--- config.mk ---
export PLATFORM = sky130hd
export DESIGN_NAME = voice_allocator
export DESIGN_NICKNAME = d
export VERILOG_FILES = /design/src/rtl/synth_bus_pkg.sv /design/src/rtl/bus_write_master.sv /design/src/rtl/voice_allocator.sv
export SDC_FILE = /design/constraint.sdc
export NUM_CORES = 1
export LEC_CHECK = 0
export ABC_CLOCK_PERIOD_IN_PS = 4500
export CAP_MARGIN = 10
export CORE_MARGIN = 2
export CORE_UTILIZATION = 35
export CTS_CLUSTER_SIZE = 25
export DETAILED_ROUTE_END_ITERATION = 6
export HOLD_SLACK_MARGIN = 0.06
export PLACE_DENSITY = 0.61
export REMOVE_ABC_BUFFERS = 1
export SYNTH_ARGS = -nofsm -noshare
export SYNTH_HDL_FRONTEND = slang
export SYNTH_SLANG_ARGS = --single-unit
--- constraint.sdc ---
create_clock -name Clock -period 4.5 [get_ports Clock]
set_input_delay 1.35 -clock Clock [delete_from_list [all_inputs] [get_ports Clock]]
set_output_delay 1.35 -clock Clock [all_outputs]
set_load 0.01 [all_outputs]
--- src/rtl/synth_bus_pkg.sv ---
// Shared constants and state types for synth register bus masters:
// voice register offsets, voice block stride, gate values and FSM encodings.
package synth_bus_pkg;

    localparam logic [3:0] OFS_GATE    = 4'd0;
    localparam logic [3:0] OFS_INCR    = 4'd1;
    localparam logic [3:0] OFS_WAVE    = 4'd2;
    localparam logic [3:0] OFS_PULSE   = 4'd3;
    localparam logic [3:0] OFS_ATTACK  = 4'd4;
    localparam logic [3:0] OFS_DECAY   = 4'd5;
    localparam logic [3:0] OFS_SUSTAIN = 4'd6;
    localparam logic [3:0] OFS_RELEASE = 4'd7;
    localparam logic [3:0] OFS_LINEAR  = 4'd8;

    localparam logic [15:0] VOICE_STRIDE = 16'h0010;

    localparam logic [7:0] GATE_OPEN  = 8'h01;
    localparam logic [7:0] GATE_CLOSE = 8'h00;

    typedef enum logic [1:0] {A_IDLE, A_LOOKUP, A_WRITE} alloc_state_t;
    typedef enum logic [1:0] {W_IDLE, W_SETUP, W_STROBE, W_HOLD} wr_state_t;

endpackage

--- src/rtl/bus_write_master.sv ---
// Single-write SETUP/STROBE/HOLD engine for the synth register bus.
// A start seen in IDLE or HOLD launches the next write back-to-back.
module bus_write_master
    import synth_bus_pkg::*;
#(
    parameter int STROBE_CYCLES = 1
) (
    input  logic        clk,
    input  logic        rst,
    input  logic        start,
    input  logic [15:0] addr,
    input  logic [7:0]  data,
    output logic        done,
    output logic [15:0] bus_address,
    output logic [7:0]  bus_write_data,
    output logic        bus_read_write,
    output logic        bus_clock
);

    localparam int CNT_W = $clog2(STROBE_CYCLES + 1);

    wr_state_t        state_q, state_d;
    logic [CNT_W-1:0] cnt_q;
    logic [15:0]      addr_q;
    logic [7:0]       data_q;
    logic             take;

    assign take = start && (state_q == W_IDLE || state_q == W_HOLD);

    // NOTE: sequential state uses non-blocking assignments so every flop samples pre-edge values.
    always_ff @(posedge clk) begin
        if (rst) begin
            state_q <= W_IDLE;
            cnt_q   <= '0;
        end else begin
            state_q <= state_d;
            if (state_q == W_SETUP)
                cnt_q <= '0;
            else if (state_q == W_STROBE)
                cnt_q <= cnt_q + CNT_W'(1);
        end
    end

    always_ff @(posedge clk) begin
        if (take) begin
            addr_q <= addr;
            data_q <= data;
        end
    end

    // NOTE: every always_comb output gets a default first, so no path infers a latch.
    always_comb begin
        state_d = state_q;
        case (state_q)
            W_IDLE:   if (start) state_d = W_SETUP;
            W_SETUP:  state_d = W_STROBE;
            W_STROBE: if (cnt_q == CNT_W'(STROBE_CYCLES - 1)) state_d = W_HOLD;
            W_HOLD:   state_d = start ? W_SETUP : W_IDLE;
            default:  state_d = W_IDLE;
        endcase
    end

    assign done           = (state_q == W_HOLD);
    assign bus_read_write = (state_q != W_IDLE);
    assign bus_clock      = (state_q == W_STROBE);
    assign bus_address    = bus_read_write ? addr_q : '0;
    assign bus_write_data = bus_read_write ? data_q : '0;

endmodule

--- src/rtl/voice_allocator.sv ---
// Turns note-on/note-off requests into voice register write sequences.
// Define VOICE_ALLOC_STEAL_EN to steal a busy voice instead of dropping the note.
module voice_allocator
    import synth_bus_pkg::*;
#(
    parameter int NUM_VOICES    = 2,
    parameter int STROBE_CYCLES = 1
) (
    input  logic                  Clock,
    input  logic                  Reset,
    input  logic                  ReqValid,
    output logic                  ReqReady,
    input  logic                  ReqGate,
    input  logic [6:0]            ReqKey,
    input  logic [7:0]            ReqIncr,
    input  logic [7:0]            PatchWave,
    input  logic [7:0]            PatchPulse,
    input  logic [7:0]            PatchAttack,
    input  logic [7:0]            PatchDecay,
    input  logic [7:0]            PatchSustain,
    input  logic [7:0]            PatchRelease,
    input  logic                  PatchLinear,
    output logic [15:0]           BusAddress,
    output logic [7:0]            BusWriteData,
    output logic                  BusReadWrite,
    output logic                  BusClock,
    output logic [NUM_VOICES-1:0] VoiceActive,
    output logic                  Dropped
);

    localparam int VIDX_W = (NUM_VOICES > 1) ? $clog2(NUM_VOICES) : 1;
    // Write-list steps: 0 closes the gate, 1..8 program offsets 1..8, 9 opens the gate.
    localparam logic [3:0] STEP_CLOSE = 4'd0;
    localparam logic [3:0] STEP_PATCH = 4'd1;
    localparam logic [3:0] STEP_OPEN  = 4'd9;

    alloc_state_t         state_q, state_d;
    logic                 sh_gate, sh_linear;
    logic [6:0]           sh_key;
    logic [7:0]           sh_incr, sh_wave, sh_pulse, sh_attack, sh_decay, sh_sustain, sh_release;
    logic [NUM_VOICES-1:0] active_q;
    logic [6:0]           key_tab [NUM_VOICES];
    logic [VIDX_W-1:0]    voice_q;
    logic [3:0]           step_q, last_q;

    logic                 match_hit, free_hit;
    logic [VIDX_W-1:0]    match_idx, free_idx;
    logic                 sel_go;
    logic [VIDX_W-1:0]    sel_voice;
    logic [3:0]           sel_first, sel_last;

    logic                 wr_start, wr_done;
    logic [VIDX_W-1:0]    wr_voice;
    logic [3:0]           wr_step, wr_ofs;
    logic [15:0]          wr_addr;
    logic [7:0]           wr_data;
    logic                 write_end;

`ifdef VOICE_ALLOC_STEAL_EN
    logic [VIDX_W-1:0]    steal_ptr_q;
    logic                 steal_take;
`else
    logic                 drop_req;
`endif

    always_comb begin
        match_hit = 1'b0;
        match_idx = '0;
        free_hit  = 1'b0;
        free_idx  = '0;
        for (int i = NUM_VOICES - 1; i >= 0; i--) begin
            if (active_q[i] && key_tab[i] == sh_key) begin
                match_hit = 1'b1;
                match_idx = VIDX_W'(i);
            end
            if (!active_q[i]) begin
                free_hit = 1'b1;
                free_idx = VIDX_W'(i);
            end
        end
    end

    always_comb begin
        sel_go    = 1'b0;
        sel_voice = match_idx;
        sel_first = STEP_CLOSE;
        sel_last  = STEP_CLOSE;
`ifdef VOICE_ALLOC_STEAL_EN
        steal_take = 1'b0;
`else
        drop_req   = 1'b0;
`endif
        if (sh_gate) begin
            sel_first = STEP_PATCH;
            sel_last  = STEP_OPEN;
            if (match_hit) begin
                sel_go = 1'b1;
            end else if (free_hit) begin
                sel_go    = 1'b1;
                sel_voice = free_idx;
            end else begin
`ifdef VOICE_ALLOC_STEAL_EN
                sel_go     = 1'b1;
                sel_voice  = steal_ptr_q;
                sel_first  = STEP_CLOSE;
                steal_take = 1'b1;
`else
                drop_req   = 1'b1;
`endif
            end
        end else begin
            sel_go = match_hit;
        end
    end

    always_comb begin
        state_d  = state_q;
        ReqReady = (state_q == A_IDLE) && !Reset;
        wr_start = 1'b0;
        wr_voice = voice_q;
        wr_step  = step_q + 4'd1;
        case (state_q)
            A_IDLE:   if (ReqValid && ReqReady) state_d = A_LOOKUP;
            A_LOOKUP: begin
                wr_voice = sel_voice;
                wr_step  = sel_first;
                wr_start = sel_go;
                state_d  = sel_go ? A_WRITE : A_IDLE;
            end
            A_WRITE:  begin
                if (wr_done) begin
                    if (step_q != last_q) wr_start = 1'b1;
                    else                  state_d  = A_IDLE;
                end
            end
            default:  state_d = A_IDLE;
        endcase
    end

    always_comb begin
        wr_ofs  = OFS_GATE;
        wr_data = GATE_OPEN;
        case (wr_step)
            STEP_CLOSE: wr_data = GATE_CLOSE;
            4'd1: begin wr_ofs = OFS_INCR;    wr_data = sh_incr;    end
            4'd2: begin wr_ofs = OFS_WAVE;    wr_data = sh_wave;    end
            4'd3: begin wr_ofs = OFS_PULSE;   wr_data = sh_pulse;   end
            4'd4: begin wr_ofs = OFS_ATTACK;  wr_data = sh_attack;  end
            4'd5: begin wr_ofs = OFS_DECAY;   wr_data = sh_decay;   end
            4'd6: begin wr_ofs = OFS_SUSTAIN; wr_data = sh_sustain; end
            4'd7: begin wr_ofs = OFS_RELEASE; wr_data = sh_release; end
            4'd8: begin wr_ofs = OFS_LINEAR;  wr_data = {7'b0, sh_linear}; end
            default: ;
        endcase
    end

    assign wr_addr   = VOICE_STRIDE * (16'(wr_voice) + 16'd1) + {12'd0, wr_ofs};
    assign write_end = (state_q == A_WRITE) && wr_done;

    always_ff @(posedge Clock) begin
        if (Reset) state_q <= A_IDLE;
        else       state_q <= state_d;
    end

    always_ff @(posedge Clock) begin
        if (ReqValid && ReqReady) begin
            sh_gate    <= ReqGate;
            sh_key     <= ReqKey;
            sh_incr    <= ReqIncr;
            sh_wave    <= PatchWave;
            sh_pulse   <= PatchPulse;
            sh_attack  <= PatchAttack;
            sh_decay   <= PatchDecay;
            sh_sustain <= PatchSustain;
            sh_release <= PatchRelease;
            sh_linear  <= PatchLinear;
        end
    end

    always_ff @(posedge Clock) begin
        if (Reset) begin
            active_q <= '0;
            voice_q  <= '0;
            step_q   <= '0;
            last_q   <= '0;
        end else begin
            if (state_q == A_LOOKUP) begin
                voice_q <= sel_voice;
                last_q  <= sel_last;
            end
            if (wr_start) step_q <= wr_step;
            if (write_end) begin
                for (int i = 0; i < NUM_VOICES; i++) begin
                    if (voice_q == VIDX_W'(i)) begin
                        if (step_q == STEP_OPEN)       active_q[i] <= 1'b1;
                        else if (step_q == STEP_CLOSE) active_q[i] <= 1'b0;
                    end
                end
            end
        end
    end

    // NOTE: the key table is not reset; an entry is only read while its active bit is set.
    always_ff @(posedge Clock) begin
        if (write_end && step_q == STEP_OPEN) begin
            for (int i = 0; i < NUM_VOICES; i++)
                if (voice_q == VIDX_W'(i)) key_tab[i] <= sh_key;
        end
    end

`ifdef VOICE_ALLOC_STEAL_EN
    always_ff @(posedge Clock) begin
        if (Reset)
            steal_ptr_q <= '0;
        else if (state_q == A_LOOKUP && steal_take)
            steal_ptr_q <= (steal_ptr_q == VIDX_W'(NUM_VOICES - 1)) ? '0 : steal_ptr_q + VIDX_W'(1);
    end

    assign Dropped = 1'b0;
`else
    assign Dropped = (state_q == A_LOOKUP) && drop_req;
`endif

    assign VoiceActive = active_q;

    bus_write_master #(
        .STROBE_CYCLES(STROBE_CYCLES)
    ) u_write (
        .clk            (Clock),
        .rst            (Reset),
        .start          (wr_start),
        .addr           (wr_addr),
        .data           (wr_data),
        .done           (wr_done),
        .bus_address    (BusAddress),
        .bus_write_data (BusWriteData),
        .bus_read_write (BusReadWrite),
        .bus_clock      (BusClock)
    );

endmodule

==> metrics.yaml <==
worst_setup_path:
  cp-end-kind: "primary output"
  critical_path_class: "in2out"
  path_max_fanout: 2
  cp_common_cell: "clkdlybuf4s50_1"
  crit_arrival_ns: 2.44
  max_stage_delay_ns: 0.55
  startpoint_type: "input pin"
  worst_ep_required_time_ns: 3.15
  critPathBufInv: 2
  cpLargestDelayFamily: "buffers and inverters"
  slowest_stage: "clkdlybuf4s50_1"
  critical_path.cell_chain: "clkdlybuf4s50_1, nor2_1, clkdlybuf4s50_1"
placed_design:
  io_buffer_count: 87
  place_area_um2: 5530
  dpl.cell_count: 580
  routabilityCongestion: 0.799
  dp_hpwl_um: 6650
routing:
  wl_met3_um: 396
  met1_length_um: 4220
  drc_errors: 0
  vias: 2798
  wl_um: 9200
  ant_nets: 0
  firstDrtPassIters: 4
  route.met2.wl_um: 4490
  drtIter0Drc: 146
  highest_layer: "met4"
  viasPerCell: 4.69
  wl_per_cell_um: 15.4
grt:
  grt_usage_pct: 13.6
  grt.overflow.total: 0
  grt_pass1_vias: 2852
  grt_antenna_before_repair: 0
  grt_pass1_wl_um: 14600
  grt_max_degree: 29
logic_synthesis:
  yosys.area.top_type_share_pct: 61.8
  yosysTopAreaCell: "edfxtp_1"
  ys_types: 52
  yosysSeqAreaShare_pct: 67.6
  syn_inst: 330
  synth_area_leaders: "edfxtp_1, dfxtp_1, nand2_1"
  ys_seq_elements: 106
  async_flop_share_pct: 0
  syn-cell-area_um2: 4520
  synth_edf_count: 93
  avgSynthCellArea_um2: 13.7
  yosys_most_used_dff: "edfxtp_1"
  synthMostInstantiatedCell: "edfxtp_1"
  synth_warnings: 0
  synthTopCellsByCount: "edfxtp_1, nand2_1, nor2b_1"
die:
  start_util_pct: 35.8
  fp.dieH_um: 118
  core-area_um2: 12600
  num_rows: 41
  ioPinCount: 98
  die_area_um2: 13800
  die_w_um: 118
pwr:
  peakVddDrop_mv: 0.163
  cellPowerDensity_nw_per_um2: 355
  leakagePower_nw: 1.97
clocking:
  cts_root_buffer: "clkbuf_16"
  insertion_delay_ns: 0.34
  clk_pin_slew_ns: 0.07
  cts_buffer_depth: 2
  htreeDepth: 3
  cts_resized: 0
  numCtsBuffers: 9
  cts_sinks: 106
  cts_tree: "yes"
  hold_buffers: 0
  cts_setup_buffers: 0
layout:
  stdcell_count: 596
  layout.area.seq_um2: 3050
  multi_input_area_um2: 1320
  finish.instance_area_um2: 5830
  drive_above_1_share_pct: 7.55
  nNetsFinal: 497
  area_delta_synth_final_pct: 28.9
  finish.utilization_pct: 46.2
  diodes: 0
  n_fill_cell: 1165
timing:
  period_share_pct: 84.1
  max_freq_mhz: 264
  whs_ns: 0.471
  setup_viol: 0
  rsz0062_at_grt: "no"
  worst_pin_slew_ns: 0.859
  drv_slew: 0
  setup_tns_ns: 0
  fin_crit_ns: 3.79
  maxSlewHeadroom_pct: 42.2
  hold_viol: 0
  fin_skew_ns: 0.00765
status:
  status: "complete, no violations"
hold_path:
  min_path_type: "reg2reg"
run:
  cap_violations: 0
## where the power goes
group | internal [mW] | switching [mW] | leakage, nW
Sequential | 1.11 | 0.0147 | 0.959
Clock | 0.430 | 0.341 | 0.141
Combinational | 0.0885 | 0.0833 | 0.871
## cells by family after synthesis
family	Yosys count	share of synthesized area [%]
simple gates	111	13.3
other cells	1	0.0830
flops	106	67.6
fa+ha+maj	10	2.77
mux	4	0.886
xor+xnor	17	3.29
compound gates	48	8.11
buf+inv	33	3.96
## routing by layer
metal / global-route usage (%) / vias up
met5: 0 / -
met4: 5.20 / 0
met3: 2.86 / 4
met2: 22.8 / 83
met1: 17.3 / 1317
li1: - / 1394
## worst paths after layout
path,slack (ns),cells after the start,end,start
worst min register to register,0.47,2,last_q[0],last_q[0]
worst min-delay path,0.47,2,last_q[0],last_q[0]
worst max register to register,1.53,6,u_write.data_q[6],step_q[0]
worst max-delay path,0.71,3,ReqReady,Reset
## worst min-delay path, stage by stage, from the launching register on
cell and delay, ns:
dfxtp_1 0.32, nand2_1 0.05, a21oi_1 0.05
## cell type report
cell class,count,area share (%)
Multi-Input combinational cell,200,22.7
Inverter,11,0.730
Clock buffer,9,3.87
Sequential cell,106,52.4
Timing Repair Buffer,91,15.5
Tap cell,172,3.69
Clock inverter,7,1.16
## cell usage in the layout, fill, tap and decap left out, types with 10 or more instances in the layout
cell             synthesis  layout
edfxtp_1                93      93
clkdlybuf4s50_1          0      87
nand2_1                 35      35
nor2b_1                 18      18
nor2_1                  16      16
dfxtp_1                 13      13
xor2_1                  13      13
inv_1                   10      10
ha_1                    10      10
conb_1                   1      10
## metrics by stage
step / total power, mW / worst slack (ns)
after floorplan: 1.22 / 0.943
after global placement: 1.32 / 0.713
after CTS: 2.09 / 0.685
final: 2.07 / 0.715
after detailed placement: 1.32 / 0.705
after global routing: 2.14 / 0.546
## state kept, by name, summed over array words and instances (netlist names), 2 cells and up
register and count:
VoiceActive 2, key_tab 14, sh_attack 8, sh_decay 8, sh_incr 8, sh_key 7, sh_pulse 8, sh_release 8
sh_sustain 8, sh_wave 8, state_q 2, step_q 4, u_write.addr_q 6, u_write.data_q 8, u_write.state_q 2
Note: power is estimated with default switching activity, not from simulation.
